--- src/rtl/result_collector_pkg.sv ---
// Shared definitions for the result collector: FSM state codes and default
// parameter values used by the collector, its nonce FIFO and the bus interface.
package result_collector_pkg;

  localparam int DEF_DEPTH   = 4;
  localparam int DEF_NONCE_W = 32;
  localparam int DEF_HIT_W   = 8;

  localparam int STATE_W = 2;

  localparam logic [STATE_W-1:0] ST_IDLE      = 2'd0;
  localparam logic [STATE_W-1:0] ST_MINING    = 2'd1;
  localparam logic [STATE_W-1:0] ST_EXHAUSTED = 2'd2;

endpackage

--- src/rtl/result_collector_if.sv ---
// Result/nonce bus between the hashing core, the collector and the nonce consumer.
// master = producer/consumer side, slave = the collector.
interface result_collector_if #(
  parameter int NONCE_W = result_collector_pkg::DEF_NONCE_W,
  parameter int HIT_W   = result_collector_pkg::DEF_HIT_W
);

  logic               resultValid;
  logic               success;
  logic               newBlockIn;
  logic [NONCE_W-1:0] nonceOut;
  logic               nonceValid;
  logic               nonceReady;
  logic               overflow;
  logic               exhausted;
  logic [HIT_W-1:0]   hitCount;
  logic               blockActive;

  modport master (
    output resultValid, success, newBlockIn, nonceReady,
    input  nonceOut, nonceValid, overflow, exhausted, hitCount, blockActive
  );

  modport slave (
    input  resultValid, success, newBlockIn, nonceReady,
    output nonceOut, nonceValid, overflow, exhausted, hitCount, blockActive
  );

endinterface

--- src/rtl/result_collector_nonce_fifo.sv ---
// Show-ahead FIFO of winning nonce indices. A push refused because the FIFO is
// full (and not popping this cycle) is silently dropped; the caller flags it.
module nonce_fifo #(
  parameter int DEPTH   = result_collector_pkg::DEF_DEPTH,
  parameter int NONCE_W = result_collector_pkg::DEF_NONCE_W
) (
  input  logic               clk,
  input  logic               rst,
  input  logic               push,
  input  logic [NONCE_W-1:0] din,
  input  logic               pop,
  output logic [NONCE_W-1:0] dout,
  output logic               valid,
  output logic               full
);

  localparam int AW = $clog2(DEPTH);
  localparam int CW = AW + 1;
  localparam logic [CW-1:0] FULL_COUNT = CW'(DEPTH);

  logic [NONCE_W-1:0] mem [DEPTH];
  logic [AW-1:0]      wr_ptr;
  logic [AW-1:0]      rd_ptr;
  logic [CW-1:0]      count;
  logic               empty;
  logic               do_push;
  logic               do_pop;

  assign empty = (count == '0);
  assign full  = (count == FULL_COUNT);
  assign valid = !empty;

  // A full FIFO still accepts a push when the head leaves in the same cycle.
  assign do_pop  = pop && !empty;
  assign do_push = push && (!full || do_pop);

  // Forcing zero while empty keeps the output defined without clearing storage.
  assign dout = empty ? '0 : mem[rd_ptr];

  // NOTE: storage has no reset; occupancy is tracked by count/pointers, so stale
  // words are never observed and the array can map onto plain RAM/flops.
  always_ff @(posedge clk) begin
    if (do_push) begin
      mem[wr_ptr] <= din;
    end
  end

  always_ff @(posedge clk or negedge rst) begin
    if (!rst) begin
      wr_ptr <= '0;
      rd_ptr <= '0;
      count  <= '0;
    end else begin
      if (do_push) begin
        wr_ptr <= wr_ptr + AW'(1);
      end
      if (do_pop) begin
        rd_ptr <= rd_ptr + AW'(1);
      end
      case ({do_push, do_pop})
        2'b10:   count <= count + CW'(1);
        2'b01:   count <= count - CW'(1);
        default: count <= count;
      endcase
    end
  end

endmodule

--- src/rtl/result_collector.sv ---
// Collects hash results for the current block: numbers each result, queues the
// indices of winning results, and keeps per-block hit/overflow/exhaustion status.
module result_collector
  import result_collector_pkg::*;
#(
  parameter int DEPTH   = DEF_DEPTH,
  parameter int NONCE_W = DEF_NONCE_W,
  parameter int HIT_W   = DEF_HIT_W
) (
  input  logic               clk,
  input  logic               rst,
  result_collector_if.slave  bus
);

  localparam logic [HIT_W-1:0] HIT_MAX = {HIT_W{1'b1}};

  logic [STATE_W-1:0] state;
  logic [NONCE_W-1:0] counter;
  logic               overflow;
  logic               exhausted;
  logic [HIT_W-1:0]   hit_count;

  logic               accept;
  logic               wrap;
  logic [NONCE_W-1:0] index;
  logic               push;
  logic               pop;
  logic               drop;
  logic [HIT_W-1:0]   hit_base;
  logic [HIT_W-1:0]   hit_next;

  logic [NONCE_W-1:0] fifo_dout;
  logic               fifo_valid;
  logic               fifo_full;

  // NOTE: every always_comb output gets a value on every path (defaults first),
  // so no latches can be inferred when branches are added later.
  always_comb begin
    accept   = 1'b0;
    wrap     = 1'b0;
    index    = counter;
    push     = 1'b0;
    pop      = 1'b0;
    drop     = 1'b0;
    hit_base = hit_count;
    hit_next = hit_count;

    // Outside MINING only a block-opening result is looked at.
    accept = bus.resultValid && (bus.newBlockIn || (state == ST_MINING));
    if (bus.newBlockIn) begin
      index    = '0;
      hit_base = '0;
    end
    wrap = accept && !bus.newBlockIn && (counter == '1);
    push = accept && bus.success;
    pop  = fifo_valid && bus.nonceReady;
    drop = push && fifo_full && !pop;

    if (bus.success && (hit_base != HIT_MAX)) begin
      hit_next = hit_base + HIT_W'(1);
    end else begin
      hit_next = hit_base;
    end
  end

  // NOTE: sequential state uses non-blocking assignments only, so every flop
  // samples the pre-edge value of every other flop regardless of statement order.
  always_ff @(posedge clk or negedge rst) begin
    if (!rst) begin
      state     <= ST_IDLE;
      counter   <= '0;
      overflow  <= 1'b0;
      exhausted <= 1'b0;
      hit_count <= '0;
    end else if (accept) begin
      hit_count <= hit_next;
      if (bus.newBlockIn) begin
        // Result 0 of the new block is processed on the same edge as the clear,
        // so a drop of result 0 itself still counts against the new block.
        state     <= ST_MINING;
        counter   <= NONCE_W'(1);
        overflow  <= drop;
        exhausted <= 1'b0;
      end else begin
        counter  <= counter + NONCE_W'(1);
        overflow <= overflow | drop;
        if (wrap) begin
          state     <= ST_EXHAUSTED;
          exhausted <= 1'b1;
        end
      end
    end
  end

  nonce_fifo #(
    .DEPTH   (DEPTH),
    .NONCE_W (NONCE_W)
  ) u_fifo (
    .clk   (clk),
    .rst   (rst),
    .push  (push),
    .din   (index),
    .pop   (pop),
    .dout  (fifo_dout),
    .valid (fifo_valid),
    .full  (fifo_full)
  );

  assign bus.nonceOut    = fifo_dout;
  assign bus.nonceValid  = fifo_valid;
  assign bus.overflow    = overflow;
  assign bus.exhausted   = exhausted;
  assign bus.hitCount    = hit_count;
  assign bus.blockActive = (state == ST_MINING) || (state == ST_EXHAUSTED);

endmodule

--- src/flat_wrapper.sv ---
// flat-port wrapper written by rule: the top's interface ports become plain ports
module result_collector_flat import result_collector_pkg::*;
#(
  parameter int DEPTH   = DEF_DEPTH,
  parameter int NONCE_W = DEF_NONCE_W,
  parameter int HIT_W   = DEF_HIT_W
)
  (clk, rst, bus_resultValid, bus_success, bus_newBlockIn, bus_nonceReady, bus_nonceOut, bus_nonceValid, bus_overflow, bus_exhausted, bus_hitCount, bus_blockActive);
  result_collector_if #(.NONCE_W(NONCE_W), .HIT_W(HIT_W)) bus_i ();
  input  logic clk;
  input  logic rst;
  input wire logic [$bits(bus_i.resultValid)-1:0] bus_resultValid;
  input wire logic [$bits(bus_i.success)-1:0] bus_success;
  input wire logic [$bits(bus_i.newBlockIn)-1:0] bus_newBlockIn;
  input wire logic [$bits(bus_i.nonceReady)-1:0] bus_nonceReady;
  output wire logic [$bits(bus_i.nonceOut)-1:0] bus_nonceOut;
  output wire logic [$bits(bus_i.nonceValid)-1:0] bus_nonceValid;
  output wire logic [$bits(bus_i.overflow)-1:0] bus_overflow;
  output wire logic [$bits(bus_i.exhausted)-1:0] bus_exhausted;
  output wire logic [$bits(bus_i.hitCount)-1:0] bus_hitCount;
  output wire logic [$bits(bus_i.blockActive)-1:0] bus_blockActive;
  assign bus_i.resultValid = bus_resultValid;
  assign bus_i.success = bus_success;
  assign bus_i.newBlockIn = bus_newBlockIn;
  assign bus_i.nonceReady = bus_nonceReady;
  assign bus_nonceOut = bus_i.nonceOut;
  assign bus_nonceValid = bus_i.nonceValid;
  assign bus_overflow = bus_i.overflow;
  assign bus_exhausted = bus_i.exhausted;
  assign bus_hitCount = bus_i.hitCount;
  assign bus_blockActive = bus_i.blockActive;
  result_collector #(.DEPTH(DEPTH), .NONCE_W(NONCE_W), .HIT_W(HIT_W)) u_core (.clk(clk), .rst(rst), .bus(bus_i));
endmodule
--- config.mk ---
export PLATFORM = sky130hd
export DESIGN_NAME = result_collector_flat
export DESIGN_NICKNAME = d
export VERILOG_FILES = /design/src/rtl/result_collector_pkg.sv /design/src/rtl/result_collector_if.sv /design/src/rtl/result_collector_nonce_fifo.sv /design/src/rtl/result_collector.sv /design/src/flat_wrapper.sv
export SDC_FILE = /design/constraint.sdc
export NUM_CORES = 1
export LEC_CHECK = 0
export CAP_MARGIN = 20
export CORE_UTILIZATION = 45
export CTS_CLUSTER_SIZE = 40
export DETAILED_ROUTE_END_ITERATION = 7
export SLEW_MARGIN = 0
export SYNTH_ARGS = -nofsm -noshare
export SYNTH_HDL_FRONTEND = slang
export SYNTH_SLANG_ARGS = --single-unit
export TNS_END_PERCENT = 20
--- constraint.sdc ---
create_clock -name clk -period 7.51 [get_ports clk]
set_clock_uncertainty 0.15 [all_clocks]
set_input_delay 1.8775 -clock clk [delete_from_list [all_inputs] [get_ports clk]]
set_output_delay 1.8775 -clock clk [all_outputs]
set_load 0.05 [all_outputs]
==> flow_metrics.tcl <==
set metrics [dict create \
    ys_async_sr_fraction_pct 28.1 \
    worstPathMaxFanout 21 \
    final_nets 608 \
    clk_pin_slew_worst_paths_ps 60 \
    ys_types 48 \
    yosysWarnings 0 \
    dpl_worst_slack_ps 2680 \
    cp.required_ps 5480 \
    p_comb_share_pct 38.8 \
    synth_nets 567 \
    drtAntennaViolNets 0 \
    clk_latency_ps 430 \
    vias 4641 \
    worst_pin_slew_ps 950 \
    drt_iter0_markers 365 \
    grt_first_pass_wirelength_um 24700 \
    crit_arrival_ps 3060 \
    post_cts_resize_count 0 \
    drcViolationCount 0 \
    hold_viol 0 \
    dieArea_um2 18000 \
    cts-hold-fix-buffers 0 \
    holdWs_ps 351 \
    relSlewSlack_pct 36.6 \
    setup_violations 0 \
    ys_seq_area_share_pct 64.8 \
    ir_worst_vdd_mv 0.251 \
    cts_buffers 17 \
    place_inst 795 \
    switching_share_pct 36.7 \
    cts_tree "built" \
    die_h_um 134 \
    grt_max_degree 54 \
    postCtsSetupRepairBufs 0 \
    power_per_cell_area_nw_per_um2 376 \
    synth_edf_count 128 \
    post-route-period-util_pct 67.8 \
    crit_type "flop to primary output" \
    synth_flop_cell "edfxtp_1" \
    final_cell_count_no_fill 826 \
    ys_seq_elements 178 \
    initial_utilization_pct 46.7 \
    drtPass1Iterations 4 \
    die_w_um 134 \
    start_kind "flop" \
    diodes 0 \
    seqPwrFrac_pct 36.7 \
    port-buffer-count 49 \
    maxCapViolCount 0 \
    first_global_vias 4589 \
    gr-usage-all-layers_pct 18.2 \
    endpoint_kind "primary output" \
    vias_per_cell 5.62 \
    fmaxAchievable_mhz 196 \
    wl_per_cell_um 18.4 \
    gr-total-overflow 0 \
    clkPwrFrac_pct 24.6 \
    internal_power_mw 2.16 \
    synth.area.top_cells "edfxtp_1, dfrtp_1, mux4_2" \
    worstHoldPathType "flop to flop" \
    coreArea_um2 16800 \
    drive_gt1_share_pct 11.6 \
    p_leak_nw 3.14 \
    final_core_util_pct 54.0 \
    p_sw_mw 1.25 \
    netlist.area_leader.share_pct 48.9 \
    finalPower_mw 3.42 \
    final_cell_area_um2 9090 \
    ctsHtreeMaxLevel 4 \
    place_area_um2 8540 \
    setup_ws_ps 2420 \
    syn_inst 553 \
    dp_hpwl_um 9040 \
    gp_congestion 0.785 \
    synth.cell_area_um2 7860 \
    synth_top_area_cell "edfxtp_1" \
    routed_wl_um 15200 \
    tns_ps 0 \
    syn_to_final_growth_pct 15.6 \
    rows 47 \
    syn-mean-instance-area_um2 14.2 \
    post-route-min-period_ps 5090 \
    maxSlewViolCount 0 \
    clock-sinks 178 \
    num_io_pins 50 \
    rsz0062_at_grt "false" \
    outcome "complete, no violations" \
    ctsLongestPathBuffers 2 \
    clk_root_buffer_cell "clkbuf_16" \
    antenna_found_initial 0 \
]
synthesized netlist by cell type, types with 2 or more instances:
cell and instances:
inv_1 12, nand4_1 8, a41o_1 2, xor2_1 2, a21oi_1 21, buf_1 2, mux2i_1 5, edfxtp_1 128
xnor2_1 10, nor4_1 4, nand2_1 36, and2_1 38, and4_1 5, a21o_1 2, clkbuf_1 26, or3_1 6
o31ai_1 12, or4_1 15, o2111ai_1 2, buf_2 6, and3_1 7, nand3_1 19, a221o_1 3, nor2b_1 34
dfrtp_1 50, ha_1 7, a31oi_1 4, o21ai_0 17, o211ai_1 2, mux4_2 32, nor3_1 5, nor2_1 15
sequential cells by signal, indices dropped and copies added (netlist names):
name,count
u_core.u_fifo.count,3
u_core.counter,32
u_core.u_fifo.rd_ptr,2
u_core.bus.hitCount,8
u_core.bus.overflow,1
u_core.bus.exhausted,1
u_core.u_fifo.wr_ptr,2
u_core.u_fifo.mem,128
u_core.state,1
critical path: stages, from the launching register on:
cell and delay (ps):
dfrtp_2 660, buf_4 520, mux4_2 580, and2_1 170, clkdlybuf4s50_1 700
worst paths after layout:
kind	from	endpoint	slack, ps	cells after the start
setup / recovery	u_core.u_fifo.rd_ptr[0]	bus_nonceOut[16]	2420	4
hold / removal	u_core.state[0]	u_core.state[0]	350	1
setup reg to reg	u_core.bus.exhausted	u_core.u_fifo.count[2]	4690	8
hold reg to reg	u_core.state[0]	u_core.state[0]	350	1
max in group asynchronous	rst	u_core.u_fifo.rd_ptr[0]	5320	2
min in group asynchronous	rst	u_core.bus.hitCount[2]	1410	2
layout make-up:
cell class,instances,area [um^2]
Fill cell,1410,7730
Sequential cell,178,5100
Multi-Input combinational cell,328,2580
Timing Repair Buffer,57,541
Clock buffer,20,437
Tap cell,220,275
Clock inverter,11,114
Inverter,12,45.0
logic make-up after synthesis:
logic type,after synthesis,share of synthesized area (%)
compound gates,73,5.95
xor+xnor,12,1.34
fa+ha+maj,8,1.37
buf+inv,47,2.36
flops,178,64.8
mux,37,9.80
simple gates,198,14.4
power groups by stage:
stage               Combinational [mW]  Sequential [mW]  Clock [mW]
floorplan                        0.977             1.23           0
global placement                  1.33             1.27           0
detailed placement                1.35             1.28           0
CTS                               1.35             1.26       0.857
global route                      1.40             1.27       0.891
finish                            1.32             1.25       0.839
routing by layer:
metal / up-vias / wire (um) / track usage (%)
li1: 2188 / - / -
met1: 2358 / 7160 / 24.9
met2: 76 / 7280 / 28.8
met3: 19 / 436 / 3.78
met4: 0 / 282 / 7.12
met5: - / 0 / 0
cells in the final DEF (no fill, tap or decap), types with 3 or more instances in the layout:
master             n
a21oi_1           21
a221o_1            3
a31oi_1            4
and2_1            38
and3_1             7
and4_1             5
buf_4              8
clkbuf_1           3
clkbuf_16         17
clkdlybuf4s50_1   47
clkinv_1           3
dfrtp_1           49
edfxtp_1         128
ha_1               7
inv_1             12
mux2i_1            5
mux4_2            32
nand2_1           36
nand3_1           19
nand4_1            8
nor2_1            15
nor2b_1           34
nor3_1             5
nor4_1             4
o21ai_0           17
o31ai_1           12
or3_1              6
or4_1             15
xnor2_1           10
Power figures use the tool's default switching activity.
==> RTL edit 1 (same flow settings) <==
`DEF_DEPTH`: 4 -> 2.
--- a/src/rtl/result_collector_pkg.sv
+++ b/src/rtl/result_collector_pkg.sv
@@ -2,7 +2,7 @@
 // parameter values used by the collector, its nonce FIFO and the bus interface.
 package result_collector_pkg;
 
-  localparam int DEF_DEPTH   = 4;
+  localparam int DEF_DEPTH   = 2;
   localparam int DEF_NONCE_W = 32;
   localparam int DEF_HIT_W   = 8;
 
Function: changed (a bounded check fails within 4 cycles, from zero or initial values and one cycle with rst low).
==> RTL edit 1 against the unedited design <==
Design area is 33% lower. Synthesized area is 34% lower. Combinational power is 47% lower. Worst setup slack better by 0.54 ns. Hold slack better by 0.014 ns. Sequential cell count is 67 lower. Routed wire length is 31% lower. Final cell count is 22% lower. Power is 44% lower. Count of clock-buffer cells in the layout is 9 lower. Critical path type unchanged. Largest cell class unchanged.
==> RTL edit 1: results (changes against the unedited design) <==
crit path from=u_core.u_fifo.rd_ptr; Worst-Margin Slew=1.00 ns (+0.0546 ns); worst-path fanout max=33 (+57%); first-pass GRT wire length=17500 µm (-29%); CP Capture Point=bus_nonceOut[24]; n_diodes=0 (unchanged); worst hold path class=reg2reg; drt pass-1 iters=5 (+1); crit-path leading delay family=flip-flops; dpl ws=2.53 ns (-0.150 ns); Pleak=2.39 nW (-24%); Max H-tree Level=3 (-1); Synth top cells by count=edfxtp_1, nor2_1, dfrtp_1; filler instances=1003 (-29%); drt total wl=10400 µm (-31%); maximum clock path buffer count=2 (unchanged); vias per inst=5.50 (-2.0%); post-CTS sizing=0 (unchanged); net count after synthesis=468 (-17%); max reg flops=64 (-50%); async set or reset register ratio after synthesis=42.3% (+14 points); worst reg2reg endpoint=u_core.state[0]; Largest Register=u_core.u_fifo.mem; GPL Wtd Cong=0.821 (+4.6%); Reg2Reg Setup Slack=5.01 ns (+0.32 ns); Int Power=1.18 mW (-45%); Layout Nets=511 (-16%); buffers added on ports=49 (unchanged); Skew-Pair Late Insertion Delay=0.34 ns (-0.09 ns); Initial DRC Count=222 (-39%); top_reg_cell synth=edfxtp_1; largest net degree at the start of global routing=48 (-11%); vias in the first global route=3490 (-24%); dominant cells by area after synthesis=edfxtp_1, dfrtp_1, mux2i_1; Clk pin slew, worst setup/hold paths=0.08 ns (+0.02 ns); Worst R2R Path Depth=7 (-1); data arrival time of the critical path=2.53 ns (-0.53 ns); fmax=220 MHz (+12%); post-synthesis sequential area ratio=59.3% (-5.5 points); Num CTS Buffers=9 (-8); outcome=completed; layout cell share with drive strength beyond 1=6.32% (-5.2 points); Warnings, synthesis=0 (unchanged); RR Startpoint=u_core.bus.exhausted; CP max stage delay=1.03 ns (+0.33 ns); root buffer cell=clkbuf_16; DP HPWL=6670 µm (-26%); Yosys cell types=44 (-8.3%); number of synthesized flops with an enable pin=64 (-50%); GRT Total Usage=19.1% (+0.83 points); postcts setup bufs=0 (unchanged); CP max stage cell=dfrtp_2; initial antenna violation count=0 (unchanged); Peak supply drop=226 µV (-10%)
## RTL edit 1: cell count changes after synthesis, moves of 6 or more
cell	before	now
mux4_2	32	0
mux2i_1	5	35
nand3_1	19	8
edfxtp_1	128	64
and2_1	38	3
o21ai_0	17	11
nor2_1	15	53
## RTL edit 1: worst register-to-register path, cell delays in order, from the launching register on
cell and delay, ns:
dfrtp_1 0.41, inv_1 0.07, ha_1 0.22, o21ai_1 0.09, buf_4 0.21, or2_2 0.37
or4_1 0.58, o31a_1 0.30
## RTL edit 1: kinds of logic after synthesis
group | Yosys count | synth area share [%]
adders and majority gates | 4 | 0.958
muxes | 35 | 6.71
buffers and inverters | 37 | 2.85
xor gates and xnor gates | 17 | 2.85
AOI/OAI and AO/OA | 59 | 7.38
and+or+nand+nor | 195 | 20.0
DFF | 111 | 59.3
## RTL edit 1: worst min path at each step
| stage | to | slack, ns | from | cells after the start |
|---|---|---|---|---|
| after floorplan | u_core.u_fifo.count[1] | 0.31 | u_core.u_fifo.count[1] | 1 |
| after global placement | u_core.u_fifo.count[1] | 0.35 | u_core.u_fifo.count[1] | 1 |
| after detailed placement | u_core.u_fifo.count[1] | 0.36 | u_core.u_fifo.count[1] | 1 |
| after CTS | u_core.u_fifo.count[1] | 0.37 | u_core.u_fifo.count[1] | 1 |
| after global routing | u_core.bus.overflow | 0.39 | u_core.bus.overflow | 1 |
| final | u_core.u_fifo.count[1] | 0.36 | u_core.u_fifo.count[1] | 1 |
## RTL edit 1: layout make-up
| type | count | share of cell area, % |
|---|---|---|
| flip-flops and latches | 111 | 50.6 |
| multi-input cells | 310 | 32.4 |
| repair buffers | 57 | 8.86 |
| clock buffers | 11 | 3.96 |
| well taps | 140 | 2.86 |
| inverters | 12 | 0.735 |
| clock inverters | 5 | 0.633 |
## RTL edit 1: per-layer routing
metal  global-route usage (%)  vias to the layer above  part of all wire [%]
li1                         -                     1761                     -
met1                     26.7                     1719                    49
met2                     30.7                       68                    46
met3                     3.14                        8                   3.3
met4                     5.24                        0                   1.2
met5                        0                        -                     0
## RTL edit 1: power groups by stage
stage                     registers [mW]  logic (mW)  clock network (mW)
final                              0.778       0.695               0.454
after global routing               0.789       0.738               0.490
after CTS                          0.781       0.706               0.463
after detailed placement           0.794       0.704                   0
after global placement             0.792       0.701                   0
after floorplan                    0.752       0.514                   0
## RTL edit 1: through the flow
step                      total power, mW  instances  utilization [%]  instance area (µm²)  hold WS [ns]
after floorplan                      1.27        458                -                 5220         0.306
after global placement               1.49        629             52.7                 5840         0.347
after detailed placement             1.50        629             52.7                 5840         0.356
after CTS                            1.95        645             55.3                 6120         0.369
after global routing                 2.02        646             55.3                 6130         0.390
final                                1.93        646             55.3                 6130         0.365
==> RTL edit 2 (same flow settings) <==
Without the edit above. Reset style: synchronous (`rst`), changed in 2 clocked blocks.
--- a/src/rtl/result_collector_nonce_fifo.sv
+++ b/src/rtl/result_collector_nonce_fifo.sv
@@ -45,7 +45,7 @@
     end
   end
 
-  always_ff @(posedge clk or negedge rst) begin
+  always_ff @(posedge clk) begin
     if (!rst) begin
       wr_ptr <= '0;
       rd_ptr <= '0;
--- a/src/rtl/result_collector.sv
+++ b/src/rtl/result_collector.sv
@@ -65,7 +65,7 @@
 
   // NOTE: sequential state uses non-blocking assignments only, so every flop
   // samples the pre-edge value of every other flop regardless of statement order.
-  always_ff @(posedge clk or negedge rst) begin
+  always_ff @(posedge clk) begin
     if (!rst) begin
       state     <= ST_IDLE;
       counter   <= '0;
Behaviour: differs if rst is asserted again (counterexample within 4 cycles, from zero or initial values and one cycle with rst low); with rst held inactive, the same outputs for 4 cycles.
==> RTL edit 2 against the unedited design <==
Synthesized area shrank 2.2%. Sequential power shrank 13%. Critical endpoint is now bus_nonceOut[29]. Critical path depth is the same. Maximum frequency grew 4.7%. Power shrank 23%. Core utilization shrank 0.22 points. Largest power group is now sequential cells. Combinational power shrank 47%. Routed wire length grew 2.5%. Sequential cell count grew 2. Worst setup slack gained 0.23 ns. Design area shrank 1.5%. Sequential share of layout area shrank 1.5 points.
==> RTL edit 2: results (changes against the unedited design) <==
Layout Nets=615 (+1.2%); Yosys cell types=54 (+13%); Routed met3 length=450 µm (+3.2%); net count after synthesis=568 (+0.18%); post-synthesis sequential area ratio=63.6% (-1.3 points); Synth top cells by count=edfxtp_1, dfxtp_1, and2_1; Int Power=1.82 mW (-16%); GPL Wtd Cong=0.743 (-5.3%); M1 GR Usage=25.2% (+0.37 points); async set or reset register ratio after synthesis=0% (-28 points); Pleak=2.92 nW (-7.0%); dpl ws=2.25 ns (-0.432 ns); Initial DRC Count=338 (-7.4%); routed len/inst=18.6 µm (+1.6%); data arrival time of the critical path=2.84 ns (-0.22 ns); M1 WL=7340 µm (+2.4%); DR WL met2=7620 µm (+4.7%); layout cell share with drive strength beyond 1=12.1% (+0.52 points); global-route met3 utilization=3.87% (+0.090 points); first-pass GRT wire length=25000 µm (+1.1%); hold_sp=u_core.counter[30]; dominant cells by area after synthesis=edfxtp_1, dfxtp_1, mux4_2; Peak supply drop=151 µV (-40%); worst-path fanout max=32 (+52%); GRT Total Usage=18.7% (+0.48 points); vias in the first global route=4705 (+2.5%); Worst-Margin Slew=0.752 ns (-0.198 ns); outcome=completed; syn avg cell area=13.9 µm² (-2.4%); met2 usage=30.0% (+1.2 points); filler instances=1402 (-0.57%); RR Startpoint=u_core.bus.exhausted; vias per inst=5.60 (-0.28%); DP HPWL=9670 µm (+7.0%)
## RTL edit 2: cell count changes after synthesis, sizes merged, moves of 7 or more
cell   delta
dfrtp    -50
o21ai     -7
dfxtp    +52
nand2    -14
nand4     +8
a21oi     +7
nor2      +9
## RTL edit 2: worst paths after layout
| path | cells after the start | slack, ns | end |
|---|---|---|---|
| min | 2 | 0.34 | u_core.counter[30] |
| max | 4 | 2.65 | bus_nonceOut[29] |
| min reg2reg | 2 | 0.34 | u_core.counter[30] |
| max reg2reg | 9 | 4.64 | u_core.u_fifo.count[2] |
## RTL edit 2: cell families (layout without fill, tap and decap cells)
logic type	count (synthesis)	count (layout)	share of synthesized area (%)
flip-flops	180	180	63.6
adder cells (fa/ha/maj)	8	8	1.40
AND/OR/NAND/NOR	200	200	15.3
XOR/XNOR	14	14	1.60
multiplexers	34	34	9.64
buffers and inverters	41	100	2.16
AO/OA/AOI/OAI	77	77	6.36
## RTL edit 2: power by group through the flow
stage	sequential, mW	clock, mW	combinational [mW]
global placement	1.11	0	0.705
global route	1.09	0.905	0.736
CTS	1.09	0.870	0.708
detailed placement	1.11	0	0.706
floorplan	1.11	0	0.497
finish	1.09	0.853	0.695
## RTL edit 2: critical path, cell delays in order, from the launching register on
cell	delay (ns)
dfxtp_2	0.31
buf_4	0.55
mux4_2	0.64
and2_1	0.19
clkdlybuf4s50_1	0.70
## RTL edit 2: area by class of cell
| class | instances | area, µm² | share of cell area [%] |
|---|---|---|---|
| Multi-Input combinational cell | 333 | 2640 | 29.4 |
| Timing Repair Buffer | 57 | 551 | 6.15 |
| Clock buffer | 18 | 429 | 4.79 |
| Inverter | 12 | 45.0 | 0.503 |
| Clock inverter | 13 | 135 | 1.51 |
| Sequential cell | 180 | 4890 | 54.6 |
| Tap cell | 220 | 275 | 3.07 |
